File: config.mk
export PLATFORM = sky130hd
export DESIGN_NAME = uvma_st_slv
export DESIGN_NICKNAME = d
export VERILOG_FILES = /design/src/rtl/uvma_st_slv.sv
export SDC_FILE = /design/constraint.sdc
export NUM_CORES = 1
export LEC_CHECK = 0
export ABC_AREA = 1
export CAP_MARGIN = 30
export CORE_MARGIN = 10
export CORE_UTILIZATION = 40
export DETAILED_ROUTE_END_ITERATION = 6
export GPL_ROUTABILITY_DRIVEN = 0
export PLACE_DENSITY = 0.71
export SKIP_LAST_GASP = 1
export SLEW_MARGIN = 40
export SYNTH_ARGS = -nofsm -noshare
export SYNTH_HDL_FRONTEND = slang
export SYNTH_SLANG_ARGS = --single-unit
File: constraint.sdc
create_clock -name clk -period 3.5 [get_ports clk]
set_clock_uncertainty 0.15 [all_clocks]
set_input_delay 0.7 -clock clk [delete_from_list [all_inputs] [get_ports clk]]
set_output_delay 0.7 -clock clk [all_outputs]
set_load 0.01 [all_outputs]
File: src/rtl/uvma_st_slv.sv
// Valid/ready stream responder: buffers accepted beats in a FIFO_DEPTH-entry FIFO and counts accepted beats.
// Optional protocol checker (sticky err port) is enabled by defining UVMA_ST_SLV_PROTOCOL_CHK_EN.
module uvma_st_slv #(
  parameter int DATA_WIDTH = 32,
  parameter int FIFO_DEPTH = 4,
  parameter int CNT_WIDTH  = 16
) (
  input  logic                          clk,
  input  logic                          reset,
  input  logic                          vld,
  output logic                          rdy,
  input  logic [DATA_WIDTH-1:0]         data,
  output logic                          out_vld,
  input  logic                          out_rdy,
  output logic [DATA_WIDTH-1:0]         out_data,
  output logic [$clog2(FIFO_DEPTH):0]   level,
  output logic [CNT_WIDTH-1:0]          acc_cnt
`ifdef UVMA_ST_SLV_PROTOCOL_CHK_EN
  ,
  output logic                          err
`endif
);

  localparam int AW = $clog2(FIFO_DEPTH);
  localparam logic [AW:0] FULL_LVL = (AW+1)'(FIFO_DEPTH);

  logic [DATA_WIDTH-1:0] mem [FIFO_DEPTH];
  logic [AW-1:0]         wptr, rptr;
  logic                  push, pop;

  assign rdy      = (level < FULL_LVL);
  assign out_vld  = (level != '0);
  assign out_data = mem[rptr];
  assign push     = vld && rdy;
  assign pop      = out_vld && out_rdy;

  // Power-of-two depth: pointers wrap naturally by overflow.
  always_ff @(posedge clk) begin
    if (reset) begin
      wptr    <= '0;
      rptr    <= '0;
      level   <= '0;
      acc_cnt <= '0;
    end else begin
      if (push) wptr <= wptr + 1'b1;
      if (pop)  rptr <= rptr + 1'b1;
      case ({push, pop})
        2'b10:   level <= level + 1'b1;
        2'b01:   level <= level - 1'b1;
        default: level <= level;
      endcase
      if (push && acc_cnt != '1) acc_cnt <= acc_cnt + 1'b1;
    end
  end

  // Storage carries no reset; a write during reset is harmless since pointers clear.
  always_ff @(posedge clk) begin
    if (push && !reset) mem[wptr] <= data;
  end

`ifdef UVMA_ST_SLV_PROTOCOL_CHK_EN
  logic                  vld_q, rdy_q;
  logic [DATA_WIDTH-1:0] data_q;

  // A beat offered under backpressure must stay offered with the same payload.
  always_ff @(posedge clk) begin
    data_q <= data;
    if (reset) begin
      vld_q <= 1'b0;
      rdy_q <= 1'b1;
      err   <= 1'b0;
    end else begin
      vld_q <= vld;
      rdy_q <= rdy;
      if (vld_q && !rdy_q && (!vld || data != data_q)) err <= 1'b1;
    end
  end
`endif

endmodule

**Yosys cells after proc, flatten, opt, wreduce, memory -nomap -nowiden**

Memory sizes are Yosys's and may differ from the RTL's. A register that Yosys moved wholly into a read port is not among the register bits.
Index checks and enable logic that the tools add are counted.
W data, S select, Z words.

- Bitwise operators: 0
- Mux-type cells: 5
- Multiply operators: 0
- Div/mod/pow operators: 0
- Add/sub/neg operators: 5
- Eq/ne operators: 3
- Shift operators: 0
- Reduce and logical (&&, ||, !) cells: 7
- Magnitude comparators: 1

Operators with widths:

| operator | number |
|---|---|
| $add A16 B1 Y16 const B | 1 |
| $ne A16 B16 Y1 const B | 1 |
| $pmux W3 S2 | 1 |
| $add A2 B1 Y2 const B | 2 |
| $logic_and A1 B1 Y1 | 4 |
| $mux W2 | 2 |
| $add A3 B1 Y3 const B | 1 |
| $lt A3 B3 Y1 const B | 1 |
| $reduce_bool A3 Y1 | 1 |
| $sub A3 B1 Y3 const B | 1 |
| $eq A2 B1 Y1 const B | 1 |
| $eq A2 B2 Y1 const B | 1 |
| $mux W1 | 2 |
| $reduce_bool A2 Y1 | 1 |
| $logic_not A1 Y1 | 1 |

- Word-level logic and storage cells: 26
- Bits in read-only memories: 0
- Memories: 1
- Latch bits: 0
- Input port bits: 36
- Register bits after elaboration: 23
- Bits in writable memories: 128

Memory list:

| memory | words | bits a word | read ports | clocked after memory_dff | write ports | line | source |
|---|---|---|---|---|---|---|---|
| mem | 4 | 32 | 1 | 1 | 1 | 27 | `logic [DATA_WIDTH-1:0] mem [FIFO_DEPTH];` |

**Logic depth before layout (Yosys ltp)**

- Word-level depth: 5
- Mapped depth: 11

**Worst setup path after synthesis**

OpenSTA, ideal clock, no wires.

- Path kind: input to register
- Start: in reset
- End: mem mem[0][0] (enable)
- Stages on the path: 4
- Buffers on the path: 1
- Data arrival time: 2485 ps
- Required time: 2929 ps
- Setup slack: 444 ps
- Path through: inv_1 -> buf_1 -> nand2_1 -> nor2_1

- Word-level cells in the longest chain between the ends: 4

Ends and longest elaborated chain:

| item | line | source |
|---|---|---|
| start: declaration | 9 | `input logic reset,` |
| $logic_not A1 Y1 | 58 | `if (push && !reset) mem[wptr] <= data;` |
| $logic_and A1 B1 Y1 | 58 |  |
| $mux W1 | 58 |  |
| $mux W1 (implied by the code) | 58 |  |
| end: declaration | 27 |  |

Every way passes these cells.

==> summary.txt <==
slowest stage delay, CP = 0.59 ns
CP endpoint kind = output pin
syn nets = 566
flops & latches, synth = 153
critical path required time = 2.65 ns
WP data arrival = 2.33 ns
Final Setup Violations = 0
first-pass GRT wire length = 22.2 mm
clock buffer depth = 2
Post-synth EDFFs = 128
Routed Antenna Nets = 0
asr flop ratio synth = 0
Max-Cap Viols = 0
Worst-Skew Late Latency = 0.42 ns
WL/cell = 16.7 um
NumNets Final = 663
n_diodes = 0
RSZ-0062 raised after global routing = no
Rel. slew slack = 0.598
crit-path cells = inv_2 > buf_12 > o21ai_0 > o22ai_1 > clkdlybuf4s50_1
DP Area = 7260 sq um
DIE AREA = 20600 sq um
detail-routed via count per cell = 5.15
Via Count = 4231
yosys warns = 0
drt pass-1 iters = 4
post-DP HPWL = 9.17 mm
drt drc = 0
fin util = 0.518
gr ovfl total = 0
Avg Cell Area, Syn = 11.7 sq um
status = finished, final reports clean
final period utilization = 0.908
slowest cell on the critical path = clkdlybuf4s50_1
Yosys cell types = 29
fin area = 7820 sq um
cell taking the most area after synthesis = edfxtp_1
Inserted Clock Buffers = 17
f_max = 315 MHz
Pwr Density = 653 nW/um^2
Slew @ Worst Pin = 0.603 ns
final WL = 13.7 mm
Period minus WS final = 3.18 ns
fillcell total = 1287
Post-CTS Hold Buffers = 0
pin count of the biggest net entering global routing = 65
clock-pin slew on the worst setup and hold paths = 0.06 ns
Core Area = 15100 sq um
Multi-input gate area = 1590 sq um
overall routing resource usage = 0.138
most frequent cells after synthesis = edfxtp_1, nor2_1, o21ai_0
crit path max fanout = 36
pre-CTS WS = 0.610 ns
fraction of layout cells with a size suffix above 1 = 0.103
Gate Count Post-Synth = 523
top_reg_cell synth = edfxtp_1
leak pwr = 0.00268 uW
post-route setup slack = 0.322 ns
Fin. Hold Viols = 0
vias in the first global route = 4298
top cells by area, synth = edfxtp_1, dfxtp_1, nor2_1
CTS sink cnt = 153
die height = 144 um
die width = 144 um
top-area cell type share of the netlist area = 0.629
most frequent cell after synthesis = edfxtp_1
port bufs = 88
class of the worst hold path = flip-flop to flip-flop
Rows = 45
Peak VDD IR = 0.396 mV
initial antenna violation count = 0
PostCTS Resize Cnt = 0
TritonCTS clock tree = yes
area of the mapped netlist = 6110 sq um
initial cell density of the core = 0.405
# Post-CTS Setup Buffers = 0
max-slew violation count = 0
H-Tree Depth = 4
Worst Setup Path Type = flip-flop to output pin
crit start category = flip-flop
IO Count = 89
Initial DRC Count = 340
register area share after synthesis = 0.711
Setup TNS Final = 0 ns
Layout area overhead = 28.1%
Sequential Area = 4350 sq um
Root Buffer Master = clkbuf_16
-- layout make-up --
type                            count  area share
Multi-Input combinational cell    319       0.203
Clock buffer                       17      0.0544
Inverter                           28      0.0134
Tap cell                          188      0.0301
Sequential cell                   153       0.555
Clock inverter                     15      0.0171
Timing Repair Buffer              101       0.127
-- registers in the layout, indices dropped and copies added (netlist names), named ones only --
signal / cells
acc_cnt: 16
wptr: 2
level: 3
mem: 128
rptr: 2
-- metrics by stage --
step	hold slack (ns)	std cells	power [uW]
after floorplan	0.340	523	2800
after global placement	0.339	789	3410
after detailed placement	0.347	789	3440
after CTS	0.356	821	5160
after global routing	0.393	821	5370
final	0.352	821	5110
-- critical path, delay by kind of cell (launching register included) --
family | cells | cell delay (ns)
compound gates | 2 | 0.35
buf+inv | 3 | 1.23
flops | 1 | 0.32
-- final timing paths --
kind                                       startpoint                    end  slack, ns  cells after the start
worst max-delay path                        flip-flop           out_data[31]       0.32                      5
worst min-delay path            level[2]$_SDFFE_PP0P_  level[2]$_SDFFE_PP0P_       0.35                      2
worst max register to register  level[2]$_SDFFE_PP0P_    mem[0][9]$_DFFE_PP_       1.39                      6
worst min register to register  level[2]$_SDFFE_PP0P_  level[2]$_SDFFE_PP0P_       0.35                      2
-- logic make-up (layout without fill, tap and decap cells) --
logic type               after synthesis  after routing  share of synthesized area
AND/OR/NAND/NOR                      189            189                      0.131
flip-flops                           153            153                      0.711
AO/OA/AOI/OAI                        123            123                      0.108
buffers and inverters                 51            161                     0.0338
adder cells (fa/ha/maj)                7              7                     0.0156
-- cell usage in the layout (no fill, tap or decap), types with 3 or more instances in the layout --
cell type        synthesis  routed
nand4_1                  4       4
o21ai_1                  8       8
nor2_1                 114     110
o21ai_0                 66      66
inv_1                   25      25
buf_4                    1      12
dfxtp_1                 25      24
nor2_4                   1       5
clkinv_1                 0       3
nand3_1                 14      14
clkdlybuf4s50_1          0      88
clkbuf_16                0      17
nand2_2                  3       3
o22ai_1                 32      32
clkinv_2                 0       6
inv_2                    3       3
nand2_1                 37      37
ha_1                     6       6
nand3_2                  3       3
edfxtp_1               128     128
a21oi_1                 15      15
nor3_1                   3       3
nor2_2                   5       5
-- power breakdown --
group / leakage, uW / switching, uW / internal (uW)
clock network: 0.000275 / 682 / 1030
logic: 0.00104 / 689 / 555
registers: 0.00137 / 44.7 / 2100
total: 0.00268 / 1420 / 3690
-- per-layer routing --
layer | up-vias | track usage | part of all wire
met1 | 2016 | 0.164 | 0.42
li1 | 2051 | - | -
met3 | 20 | 0.0535 | 0.096
met4 | 0 | 0.0521 | 0.016
met5 | - | 0 | 0
met2 | 144 | 0.222 | 0.47
No activity file was read; power rests on OpenSTA's default activity.
